### src/rtl/alu_issue.sv
// alu_issue: in-order single-issue sequencer that feeds an ALU and a load/store port.
// Build macro ALU_ISSUE_SKIP_NOP_EN retires cond-failed ops straight from DECODE.
module alu_issue (
  input  logic        clk,
  input  logic        reset,
  input  logic        instr_valid,
  output logic        instr_ready,
  input  logic [31:0] instr,
  output logic [3:0]  cond,
  output logic [3:0]  opcode,
  output logic        sbit,
  output logic [2:0]  srcontrol,
  output logic [15:0] imvalue,
  output logic [3:0]  rd,
  output logic [3:0]  rn,
  output logic [3:0]  rm,
  output logic        alu_valid,
  output logic [3:0]  inflags,
  input  logic [3:0]  outflags,
  output logic        mem_req,
  output logic        mem_we,
  input  logic        mem_ack,
  output logic        wb_en,
  output logic [31:0] pc
);

  localparam int unsigned STATE_W = 3;
  localparam logic [STATE_W-1:0] IDLE   = 3'd0;
  localparam logic [STATE_W-1:0] DECODE = 3'd1;
  localparam logic [STATE_W-1:0] EXEC   = 3'd2;
  localparam logic [STATE_W-1:0] MEM    = 3'd3;
  localparam logic [STATE_W-1:0] WB     = 3'd4;

  localparam logic [3:0]  OP_CMP  = 4'b1000;
  localparam logic [3:0]  OP_LDR  = 4'b1001;
  localparam logic [3:0]  OP_STR  = 4'b1010;
  localparam logic [3:0]  OP_NOP  = 4'b1111;
  localparam logic [31:0] PC_STEP = 32'd4;

  logic [STATE_W-1:0] state, next_state;
  logic [31:0] word;
  logic        cond_ok, cond_ok_d, cond_pass;
  logic [3:0]  smp_flags, smp_flags_d;
  logic        smp_valid, smp_valid_d;
  logic [31:0] pc_d;
  logic [3:0]  flags_d;
  logic        ready_d, alu_valid_d, mem_req_d, mem_we_d, wb_en_d, fields_on;
  logic [3:0]  cond_d, opcode_d, rd_d;
  logic        sbit_d;
  logic [2:0]  srcontrol_d;
  logic [15:0] imvalue_d;

  logic [3:0] w_cond, w_op;
  logic       w_sbit, w_mem_op, w_wb_op, w_unused_op, w_flag_op;
  logic       f_n, f_z, f_c, f_v;

  assign w_cond      = word[31:28];
  assign w_op        = word[27:24];
  assign w_sbit      = word[23];
  assign w_mem_op    = (w_op == OP_LDR) || (w_op == OP_STR);
  assign w_wb_op     = !w_op[3] || (w_op == OP_LDR);
  assign w_unused_op = (w_op >= 4'b1011) && (w_op <= 4'b1110);
  assign w_flag_op   = (w_op == OP_CMP) || (w_sbit && !w_unused_op);
  assign {f_n, f_z, f_c, f_v} = inflags;
  assign rn = imvalue[15:12];
  assign rm = imvalue[11:8];

  // Condition check against the architectural flags
  always_comb begin
    cond_pass = 1'b1;
    case (w_cond)
      4'b0001: cond_pass = f_z;
      4'b0010: cond_pass = !f_z && (f_n == f_v);
      4'b0011: cond_pass = (f_n != f_v);
      4'b0100: cond_pass = (f_n == f_v);
      4'b0101: cond_pass = f_z || (f_n != f_v);
      4'b0110: cond_pass = f_c && !f_z;
      4'b0111: cond_pass = !f_c;
      4'b1000: cond_pass = f_c;
      default: cond_pass = 1'b1;
    endcase
  end

  // Next state plus next values of every registered output
  always_comb begin
    next_state  = state;
    cond_ok_d   = cond_ok;
    smp_flags_d = smp_flags;
    smp_valid_d = smp_valid;
    pc_d        = pc;
    flags_d     = inflags;
    case (state)
      IDLE: begin
        if (instr_valid && instr_ready) next_state = DECODE;
      end
      DECODE: begin
        cond_ok_d   = cond_pass;
        smp_valid_d = 1'b0;
        if (cond_pass && w_mem_op) next_state = MEM;
`ifdef ALU_ISSUE_SKIP_NOP_EN
        else if (!cond_pass) begin
          next_state = IDLE;
          pc_d       = pc + PC_STEP;
        end
`endif
        else next_state = EXEC;
      end
      EXEC: begin
        next_state  = WB;
        smp_flags_d = outflags;
        smp_valid_d = 1'b1;
      end
      MEM: begin
        if (mem_ack) next_state = WB;
      end
      WB: begin
        next_state = IDLE;
        pc_d       = pc + PC_STEP;
        // Memory ops never pass through EXEC, so they carry no flag sample
        if (cond_ok && smp_valid && w_flag_op) flags_d = smp_flags;
      end
      default: next_state = IDLE;
    endcase

    fields_on   = (next_state == EXEC) || (next_state == MEM);
    ready_d     = (next_state == IDLE);
    alu_valid_d = (next_state == EXEC);
    mem_req_d   = (next_state == MEM);
    mem_we_d    = (next_state == MEM) && (w_op == OP_STR);
    wb_en_d     = (next_state == WB) && cond_ok_d && w_wb_op;
    cond_d      = fields_on ? w_cond : 4'd0;
    sbit_d      = fields_on ? w_sbit : 1'b0;
    srcontrol_d = fields_on ? word[22:20] : 3'd0;
    rd_d        = fields_on ? word[19:16] : 4'd0;
    imvalue_d   = fields_on ? word[15:0] : 16'd0;
    opcode_d    = 4'd0;
    if (fields_on) opcode_d = ((next_state == EXEC) && !cond_ok_d) ? OP_NOP : w_op;
  end

  always_ff @(posedge clk or negedge reset) begin
    if (!reset) begin
      state       <= IDLE;
      word        <= 32'd0;
      cond_ok     <= 1'b0;
      smp_flags   <= 4'd0;
      smp_valid   <= 1'b0;
      pc          <= 32'd0;
      inflags     <= 4'd0;
      instr_ready <= 1'b0;
      alu_valid   <= 1'b0;
      mem_req     <= 1'b0;
      mem_we      <= 1'b0;
      wb_en       <= 1'b0;
      cond        <= 4'd0;
      opcode      <= 4'd0;
      sbit        <= 1'b0;
      srcontrol   <= 3'd0;
      rd          <= 4'd0;
      imvalue     <= 16'd0;
    end else begin
      state       <= next_state;
      if ((state == IDLE) && instr_valid && instr_ready) word <= instr;
      cond_ok     <= cond_ok_d;
      smp_flags   <= smp_flags_d;
      smp_valid   <= smp_valid_d;
      pc          <= pc_d;
      inflags     <= flags_d;
      instr_ready <= ready_d;
      alu_valid   <= alu_valid_d;
      mem_req     <= mem_req_d;
      mem_we      <= mem_we_d;
      wb_en       <= wb_en_d;
      cond        <= cond_d;
      opcode      <= opcode_d;
      sbit        <= sbit_d;
      srcontrol   <= srcontrol_d;
      rd          <= rd_d;
      imvalue     <= imvalue_d;
    end
  end

endmodule

### config.mk
export PLATFORM = sky130hd
export DESIGN_NAME = alu_issue
export DESIGN_NICKNAME = d
export VERILOG_FILES = /design/src/rtl/alu_issue.sv
export SDC_FILE = /design/constraint.sdc
export NUM_CORES = 1
export LEC_CHECK = 0
export CAP_MARGIN = 10
export CORE_ASPECT_RATIO = 2
export CORE_MARGIN = 2
export CORE_UTILIZATION = 25
export CTS_CLUSTER_SIZE = 16
export DETAILED_ROUTE_END_ITERATION = 8
export MAX_ROUTING_LAYER = met4
export PLACE_DENSITY_LB_ADDON = 0.05
export SYNTH_ARGS = -nofsm -noshare
export SYNTH_HDL_FRONTEND = slang
export SYNTH_SLANG_ARGS = --single-unit
### constraint.sdc
create_clock -name clk -period 5.1 [get_ports clk]
set_input_delay 0.51 -clock clk [delete_from_list [all_inputs] [get_ports clk]]
set_output_delay 0.51 -clock clk [all_outputs]
set_load 0.01 [all_outputs]
* Word level (Yosys, flattened, before mapping)
Index checks and enable logic that the tools add are counted.
** Word-level totals
- Word-level logic and storage cells :: 83
- Flip-flop bits (word level) :: 114
- Output and inout port bits :: 81
- Input bits :: 40
** Operators by class
- Add/subtract/negate cells :: 1
- Reductions and logical operators :: 28
- Multiplexer cells :: 14
- $lt $le $gt $ge :: 2
- Equal/unequal tests :: 20
** Operators with widths (count)
- 32-bit by 3-bit adder with 32-bit output, second input constant :: 1
- 4-bit by 3-bit == test with 1-bit output, second input constant :: 4
- 4-bit == test, second input constant :: 4
- 16-bit two-way mux :: 1
- 4-bit two-way mux :: 4
- 1-bit logical AND :: 14
- 3-bit by 2-bit == test with 1-bit output, second input constant :: 4
- 3-bit case mux with 4 select lines :: 1
- 3-bit two-way mux :: 3
- 4-bit by 2-bit == test with 1-bit output, second input constant :: 2
- 1-bit case mux with 8 select lines :: 1
- 3-bit == test, second input constant :: 2
- 3-bit zero test :: 2
- 1-bit zero test :: 5
- 1-bit logical OR :: 5
- 4-bit by 1-bit == test with 1-bit output, second input constant :: 1
- 4-bit greater-or-equal comparator, second input constant :: 1
- 4-bit less-or-equal comparator, second input constant :: 1
- 3-bit by 1-bit == test with 1-bit output, second input constant :: 1
- 1-bit two-way mux :: 3
- 1-bit case mux with 2 select lines :: 1
- 2-bit AND reduction :: 1
- 2-bit nonzero test :: 1
- 1-bit == test :: 1
- 1-bit inequality test :: 1

* Logic depth before layout (Yosys ltp)
Gate-level depths: netlist of the first run.
- Depth after elaboration :: 10
- Depth in mapped cells :: 6
- Depth with buffers taken out :: 5

* Least setup slack after synthesis of the first run
No wires, ideal clock.
- Path type :: register to register
- From :: register state[0]
- To :: register word[10]
- Arrival :: 1.556 ns
- Setup slack :: 3.419 ns
- Stages on the path, launching flop included :: 6
- Data required time :: 4.975 ns
- Cell sequence :: dfrtp_1 > nor2_1 > nand3_1 > nor2_1 > buf_2 > mux2_2
** On the way
- Longest elaborated chain between the ends :: 3
** RTL lines
- start: declaration :: line 40 : logic [STATE_W-1:0] state, next_state;
- start signal: assignment :: line 161 : state <= next_state;
- 3-bit zero test :: line 162 : if ((state == IDLE) && instr_valid && instr_ready) word <= instr;
- 1-bit logical AND (2 in series) :: line 162
- end signal: assignment :: line 162
- end: declaration :: line 41 : logic [31:0] word;
No other way between the ends.
A chain may end at the register's enable or synchronous reset.

* Worst setup path in the final report of the first run
- From :: register state[0]
- To :: register word[15]
The elaborated chain is that of the path after synthesis.

==> key figures, run 1 <==
Yosys
  – Synth Area per Inst: 13.3 um^2
  – Synth area leaders: dfrtp_1 (63%), mux2_2 (10%), xnor2_1 (5.5%)
  – Post-synth design cell area: 4450 um^2
  – Most frequent cell after synthesis: dfrtp_1
  – Asr flop ratio synth: 100%
  – Unique cell type count in the Yosys netlist: 36
  – Post-synth EDFFs: 0
  – Register bit total from synthesis: 112
  – Sequential fraction of the synthesis area: 62.9%
  – Post-Synthesis Cells: 335
  – Top_reg_cell synth: dfrtp_1
  – Commonest cells post-synth: dfrtp_1 (112), mux2_2 (40), and2_1 (30)
  – Yosys top cell by area: dfrtp_1
  – Ys Warns: 0
  – Post-synth top area share: 62.9%

STA
  – RSZ-0062 raised after global routing: false
  – # setup viols final: 0
  – Slew HR: 31.6%
  – Final Hold Viols: 0
  – Post-layout min period: 2120 ps
  – Final period util: 41.6%
  – TNS Setup: 0 ps
  – Hold WS: 272 ps
  – Slew Viols, Final: 0
  – Worst-margin pin slew: 1020 ps
  – Worst Skew: 7.02 ps
  – Fmax: 471 MHz

Critical path
  – CP max-delay cell: nor2_4
  – Critical Path Start Type: register
  – Crit-path max cell delay: 790 ps
  – CP delay by family, top: simple AND/OR/NAND/NOR gates
  – Bufs and invs on worst path: 0
  – CP arrival: 2360 ps
  – Critical Path, Cell by Cell: nor2_1, nand3_1, nor2_4, mux2_2
  – Setup CP Type: reg2reg
  – Critical path required time: 5330 ps
  – Setup crit end kind: register
  – Critical-path maximum fanout: 35

Power and ir drop
  – Clk pwr share: 24.4%
  – Pwr/cell area: 485 nW/um^2
  – Static Leak: 2.62 nW
  – Sequential share of power: 45.6%
  – Int Pwr: 2.08 mW
  – Worst vdd ir: 0.225 mV
  – Sw Ratio: 30.0%
  – Switching Power: 889 uW
  – Comb pwr share: 30.0%

Clock tree
  – CTS tree: done
  – Post-CTS setup buffer count: 0
  – H-tree depth: 3
  – Worst-Skew Late Latency: 350 ps
  – Clock sinks: 112
  – Cts hold-fix bufs: 0
  – Clock Tree Buf Depth: 2
  – Resized cells post-CTS: 0
  – CTS clock-pin slew for the worst setup and hold paths: 80 ps
  – Clock Tree Root: clkbuf_16
  – TritonCTS buffer count: 9

Drt
  – Mean routed wirelength per cell: 14.8 um
  – Routed vias/inst: 4.32
  – Initial DRC count: 89
  – Antenna-violating nets left: 0
  – WL final: 9880 um
  – DR vias: 2880
  – Iteration count of the initial detailed-routing pass: 4
  – DRC: 0

Floorplan
  – Die Span Y: 193 um
  – Area of the core: 17600 um^2
  – Top Ports: 121
  – Die width: 98.4 um
  – # rows: 69
  – Die ar.: 19000 um^2
  – Initial Util: 25.3%

GRT
  – Gr usage total: 11.3%
  – Gr ovfl total: 0
  – First-pass GRT wire length: 16200 um
  – Antenna violations before repair: 0
  – Largest net degree at the start of global routing: 74
  – Vias in the first global route: 3032

Placed design
  – Dpl cells: 650
  – IO Port Bufs: 118
  – RD Place Congestion: 0.719
  – DP HPWL: 6850 um

Layout
  – Footprint of the multi-input gates: 1540 um^2
  – Final #Nets: 489
  – Area Overhead vs Synth: 37.2%
  – Ratio of cells with drive above 1 in the final layout: 15.0%
  – Layout filler cell count: 1805
  – Register area: 2800 um^2
  – Final antenna diode count: 0
  – Final std cells w/o fill: 666

Worst hold path
  – Hold Path Class: in2async

Outcome
  – Run status: completed

Flow run
  – Max-cap viol count: 0
==> area by class of cell <==
cell class	instances	area share (%)
clock buffer	9	3.68
clock inverter	7	1.27
inverter	1	0.0614
multi-input combinational	204	25.2
sequential	112	45.9
tap	213	4.36
timing repair buffer	120	19.5
==> stage by stage <==
stage / power (mW) / instance area (um^2) / util (%) / setup slack, ps
2_1_floorplan: 1.87 / 4460 / - / 3420
3_3_place_gp: 2.26 / 5810 / 33.0 / 2640
3_5_place_dp: 2.28 / 5810 / 33.0 / 2630
4_1_cts: 3.03 / 6110 / 34.7 / 2950
5_1_grt: 3.17 / 6110 / 34.7 / 2830
6_report: 2.97 / 6110 / 34.7 / 2980
==> worst paths after layout <==
check / start / endpoint / slack [ps] / depth (start not counted)
hold / removal: reset / imvalue[12] / 270 / 1
setup / recovery: state[0] / word[15] / 2980 / 4
setup reg to reg: state[0] / word[15] / 2980 / 4
min in group clk: word[17] / rd[1] / 470 / 1
max in group asynchronous: reset / pc[21] / 3690 / 2
hold reg to reg: word[17] / rd[1] / 470 / 1
==> registers in the layout (all words and copies together) (netlist names), 3 cells and up <==
register   flops
srcontrol      3
inflags        4
smp_flags      4
rd             4
pc            30
word          32
cond           4
opcode         4
state          3
imvalue       16
==> per-layer routing <==
| layer | part of all wire, % | vias to the layer above | GRT usage, % |
|---|---|---|---|
| met1 | 45 | 1449 | 14.3 |
| met2 | 49 | 74 | 17.2 |
| met5 | 0 | - | - |
| met4 | 2.0 | 0 | 5.22 |
| met3 | 4.3 | 9 | 2.25 |
| li1 | - | 1348 | - |
==> placed cells by master (no fill, tap or decap), types with 4 or more instances in the layout <==
cell type and count:
xnor2_1 28, nor2_1 10, nand2_1 16, dfrtp_1 112, mux2_2 40, clkbuf_16 9, a21o_1 5, xor2_1 4
nand4_1 8, clkdlybuf4s50_1 117, nor2b_1 6, a21oi_1 5, and2_1 30, nand3_1 15, and3_1 6
==> power by group through the flow <==
stage / clock [mW] / sequential (mW) / combinational, mW
detailed placement: 0 / 1.37 / 0.904
CTS: 0.763 / 1.36 / 0.910
global route: 0.791 / 1.40 / 0.977
floorplan: 0 / 1.36 / 0.514
finish: 0.725 / 1.35 / 0.890
global placement: 0 / 1.37 / 0.889
==> worst register-to-register path, cell delays in order, from the launching register on <==
cell and delay (ps):
dfrtp_1 440, nor2_1 190, nand3_1 150, nor2_4 790
mux2_2 440
==> kinds of logic (layout without fill, tap and decap cells) <==
logic type | count (synthesis) | count (layout) | share of synthesized area, %
AND/OR/NAND/NOR | 110 | 110 | 14.7
AO/OA/AOI/OAI | 18 | 18 | 2.58
adder cells (fa/ha/maj) | 1 | 1 | 0.281
buffers and inverters | 20 | 137 | 2.78
multiplexers | 41 | 41 | 10.3
other | 1 | 2 | 0.0842
flip-flops | 112 | 112 | 62.9
XOR/XNOR | 32 | 32 | 6.29
(Power assumes the default switching activity.)
==> inputs of run 2 (changes only) <==
clock period = 1.8 ns   (was 5.1 ns; I/O delays follow)
==> run 2 against run 1 <==
Net effect:
- non-clock buffer count is 21 higher
- routed wire length increased by 4.1%
- power grew to 2.9 times the previous value
- register-to-register slack worse by 2900 ps
- highest routed layer unchanged
- core utilization rose by 1.3 points
- largest power group unchanged
- cell count increased by 3.2%
- critical path type unchanged
==> key figures, run 2 (synthesis results as in run 1) <==
Drt
  – Routed vias/inst: 4.30
  – Mean routed wirelength per cell: 15.0 um
  – DR vias: 2955
  – Antenna-violating nets left: 0
  – WL final: 10300 um
  – Initial DRC count: 108
  – Iteration count of the initial detailed-routing pass: 4
  – DRC: 0

Critical path
  – Crit-path max cell delay: 410 ps
  – Critical Path Start Type: register
  – Setup CP Type: reg2reg
  – Bufs and invs on worst path: 2
  – Critical-path maximum fanout: 19
  – Critical Path, Cell by Cell: buf_4, nor2_1, nand3_1, nor2_4, buf_12, mux2_2
  – Setup crit end kind: register
  – Critical path required time: 2040 ps
  – CP arrival: 1920 ps
  – CP max-delay cell: dfrtp_1
  – CP delay by family, top: simple AND/OR/NAND/NOR gates

Layout
  – Largest registers: word x32, pc x30, imvalue x16
  – Final antenna diode count: 0
  – Commonest cells after routing, fill and taps aside: clkdlybuf4s50_1 (117), dfrtp_1 (112), mux2_2 (40)
  – Final Core Density: 36.0%
  – Max FFs per register: 32
  – Most common cell after layout, fill and taps aside: clkdlybuf4s50_1
  – Register area: 2800 um^2
  – Area Overhead vs Synth: 42.4%
  – Footprint of the multi-input gates: 1570 um^2
  – Final std cells w/o fill: 687
  – Top reg by flops: word
  – Ratio of cells with drive above 1 in the final layout: 19.8%
  – Layout filler cell count: 1776
  – Final instance area: 6340 um^2
  – Final #Nets: 510

Floorplan
  – Die ar.: 19000 um^2
  – Initial Util: 25.3%
  – Area of the core: 17600 um^2
  – Top Ports: 121
  – Die Span Y: 193 um
  – # rows: 69
  – Die width: 98.4 um

Clock tree
  – TritonCTS buffer count: 9
  – Clock Tree Buf Depth: 2
  – Clock Tree Root: clkbuf_16
  – CTS clock-pin slew for the worst setup and hold paths: 70 ps
  – CTS tree: done
  – Clock sinks: 112
  – H-tree depth: 3
  – Worst-Skew Late Latency: 350 ps

STA
  – Post-layout min period: 1680 ps
  – TNS Setup: 0 ps
  – RSZ-0062 raised after global routing: false
  – # setup viols final: 0
  – Worst Skew: 6.12 ps
  – Final Hold Viols: 0
  – Fmax: 594 MHz
  – Worst-margin pin slew: 531 ps
  – Slew HR: 64.6%
  – Slew Viols, Final: 0
  – Final period util: 93.5%

GRT
  – Gr ovfl total: 0
  – Antenna violations before repair: 0
  – Vias in the first global route: 3153
  – Largest net degree at the start of global routing: 42
  – Gr usage total: 11.8%
  – First-pass GRT wire length: 16800 um

Outcome
  – Run status: completed

Flow run
  – Max-cap viol count: 0

Power and ir drop
  – Static Leak: 2.75 nW
  – Pwr/cell area: 1350 nW/um^2
  – Worst vdd ir: 0.468 mV

Placed design
  – RD Place Congestion: 0.742
  – DP HPWL: 7490 um
  – Post-DP Area: 6010 um^2
  – IO Port Bufs: 118
  – Dpl cells: 669

Worst hold path
  – Hold Path Class: in2async
==> run 2: changes by cell type in the layout (fill, tap and decap cells not counted), moves of 2 or more <==
| cell | before | now |
|---|---|---|
| nor2_2 | 2 | 4 |
| nand3_1 | 15 | 13 |
| buf_12 | 0 | 5 |
| buf_4 | 3 | 18 |
| nor2_1 | 10 | 8 |
| nand3_2 | 0 | 2 |
| clkinvlp_4 | 1 | 3 |
==> run 2: worst paths after layout <==
| kind | start | end | slack (ps) | cells after the start |
|---|---|---|---|---|
| max | state[0] | word[7] | 120 | 6 |
| min | reset | imvalue[6] | 350 | 2 |
| max reg2reg | state[0] | word[7] | 120 | 6 |
| min reg2reg | word[17] | rd[1] | 480 | 1 |
| max in group asynchronous | reset | pc[20] | 830 | 3 |
| min in group clk | instr[28] | word[28] | 380 | 3 |
==> run 2: repair_timing <==
action                                  4_1_cts  5_1_grt
hold buffers                                  1        0
endpoints found under the setup margin        0       24
endpoints found under the hold margin        36        0
buffers inserted                              0        1
resized for setup                             0        8
==> run 2: layout make-up <==
cell class | count | area share (%)
clock buffers | 9 | 3.55
clock inverters | 7 | 0.848
inverters | 1 | 0.0592
multi-input cells | 204 | 24.8
flip-flops and latches | 112 | 44.2
well taps | 213 | 4.20
repair buffers | 141 | 22.3
==> run 2: per-layer routing <==
| layer | routed length (um) | vias to the layer above | part of all wire (%) | GRT usage, % |
|---|---|---|---|---|
| li1 | - | 1388 | - | - |
| met1 | 4490 | 1474 | 44 | 14.3 |
| met2 | 5090 | 78 | 50 | 18.7 |
| met3 | 475 | 15 | 4.6 | 2.64 |
| met4 | 221 | 0 | 2.1 | 5.16 |
| met5 | 0 | - | 0 | - |
==> run 2: stage by stage <==
step	setup slack (ps)	power, mW	hold WS [ps]
3_3_place_gp	103	6.65	195
4_1_cts	65.3	8.69	373
6_report	117	8.56	347
3_5_place_dp	74.8	6.71	206
5_1_grt	4.91	9.15	392
2_1_floorplan	119	5.31	-116
==> run 2: power by group <==
| part | switching, mW | total (mW) | internal (mW) |
|---|---|---|---|
| clock | 0.963 | 1.92 | 0.953 |
| combinational | 1.14 | 2.85 | 1.71 |
| sequential | 0.507 | 3.79 | 3.28 |
==> run 2: worst register-to-register path: cells and delay by family, from the launching register on <==
kind / cells / cell delay (ps)
DFF: 1 / 410
and+or+nand+nor: 3 / 460
muxes: 1 / 360
buffers and inverters: 2 / 330
==> inputs of run 3 (changes only) <==
CORE_UTILIZATION = 43   (was 25)
MAX_ROUTING_LAYER = default   (was met4)
==> run 3 against run 2 <==
Net effect:
- clock power increased by 5%
- power increased by 0.47%
- via count decreased by 0.41%
- first-iteration DRC count increased by 36%
- largest cell class unchanged
- highest routed layer unchanged
==> key figures, run 3 (synthesis results as in run 1) <==
Outcome
  – Run status: completed

Drt
  – DR vias: 2943
  – Iteration count of the initial detailed-routing pass: 4
  – Routed vias/inst: 4.88
  – Mean routed wirelength per cell: 15.6 um
  – WL final: 9430 um
  – Antenna-violating nets left: 0
  – DRC: 0
  – Initial DRC count: 147

GRT
  – Vias in the first global route: 3152
  – Gr ovfl total: 0
  – Gr usage total: 17.9%
  – Antenna violations before repair: 0
  – Largest net degree at the start of global routing: 38
  – First-pass GRT wire length: 15600 um

Floorplan
  – Initial Util: 44.2%
  – # rows: 52
  – Area of the core: 10100 um^2
  – Die width: 76.0 um
  – Die Span Y: 148 um
  – Top Ports: 121
  – Die ar.: 11200 um^2

Critical path
  – CP arrival: 1920 ps
  – Setup crit end kind: register
  – Critical Path Start Type: register
  – Critical-path maximum fanout: 5
  – Critical path required time: 2030 ps
  – Setup CP Type: reg2reg

Placed design
  – RD Place Congestion: 0.762
  – DP HPWL: 7120 um
  – IO Port Bufs: 118

Layout
  – Most common cell after layout, fill and taps aside: clkdlybuf4s50_1
  – Final antenna diode count: 0
  – Max FFs per register: 32
  – Ratio of cells with drive above 1 in the final layout: 18.4%
  – Final Core Density: 61.8%
  – Top reg by flops: word
  – Commonest cells after routing, fill and taps aside: clkdlybuf4s50_1 (117), dfrtp_1 (112), mux2_2 (40)
  – Final #Nets: 507
  – Largest registers: word x32, pc x30, imvalue x16
  – Area Overhead vs Synth: 39.9%

STA
  – TNS Setup: 0 ps
  – Fmax: 591 MHz
  – RSZ-0062 raised after global routing: false
  – Final period util: 94.0%
  – Final Hold Viols: 0
  – # setup viols final: 0
  – Post-layout min period: 1690 ps
  – Worst Skew: 6.46 ps
  – Slew Viols, Final: 0

Clock tree
  – Worst-Skew Late Latency: 340 ps
  – Clock Tree Buf Depth: 2
  – TritonCTS buffer count: 9
  – CTS tree: done
  – Clock Tree Root: clkbuf_16
  – CTS clock-pin slew for the worst setup and hold paths: 70 ps
  – Clock sinks: 112
  – H-tree depth: 3

Power and ir drop
  – Worst vdd ir: 0.817 mV
  – Pwr/cell area: 1380 nW/um^2
  – Static Leak: 2.75 nW

Flow run
  – Max-cap viol count: 0

Worst hold path
  – Hold Path Class: in2async
run 3: changes by cell type in the layout (fill, tap and decap cells not counted), moves of 2 or more:
| cell | previous run | this run |
|---|---|---|
| clkinvlp_4 | 3 | 1 |
| bufinv_16 | 0 | 2 |
| buf_4 | 18 | 15 |
| inv_6 | 3 | 0 |
run 3: layout make-up:
| cell class | instances | area, um^2 |
|---|---|---|
| timing repair buffer | 138 | 1390 |
| multi-input combinational | 204 | 1570 |
| sequential | 112 | 2800 |
| clock buffer | 9 | 225 |
| tap | 135 | 169 |
| clock inverter | 4 | 72.6 |
| fill | 837 | 3850 |
| inverter | 1 | 3.75 |
run 3: final timing paths:
| path | start | slack (ps) | depth (start not counted) | end |
|---|---|---|---|---|
| max | state[0] | 110 | 6 | pc[26] |
| min | reset | 340 | 2 | pc[22] |
| max reg2reg | state[0] | 110 | 6 | pc[26] |
| min reg2reg | word[22] | 480 | 1 | srcontrol[2] |
| max in group asynchronous | reset | 870 | 3 | word[31] |
| min in group clk | instr[28] | 420 | 3 | word[28] |
run 3: through the flow:
| step | instances | area (um^2) | hold WS (ps) | total power, mW | setup WS, ps |
|---|---|---|---|---|---|
| floorplan | 336 | 4460 | -116 | 5.31 | 119 |
| global placement | 588 | 5890 | 186 | 6.58 | 119 |
| detailed placement | 588 | 5890 | 186 | 6.67 | 66.1 |
| CTS | 602 | 6200 | 359 | 8.73 | 56.6 |
| global route | 603 | 6230 | 400 | 9.12 | 7.78 |
| finish | 603 | 6230 | 344 | 8.60 | 107 |
run 3: metal layers:
| layer | wire (um) | track usage (%) |
|---|---|---|
| met5 | 0 | 0 |
| met2 | 5600 | 34.9 |
| met1 | 3180 | 17.8 |
| met4 | 180 | 7.27 |
| met3 | 469 | 4.40 |
run 3: repair_timing:
item / CTS / global route
buffers inserted: 0 / 1
hold buffers: 1 / 0
gates resized for setup: 0 / 6
hold endpoints to repair: 34 / 0
endpoints found under the setup margin: 0 / 15
run 3: power breakdown:
group | switching, mW | internal [mW]
Clock | 0.826 | 1.19
Combinational | 1.10 | 1.67
Sequential | 0.520 | 3.29
Total | 2.45 | 6.15
run 3: worst max-delay path, cell delays in order, from the launching register on:
cell and delay, ps:
dfrtp_1 440, nor3b_4 230, buf_4 170, nand4_4 160
nor3_4 310, nand3_1 120, xnor2_1 130
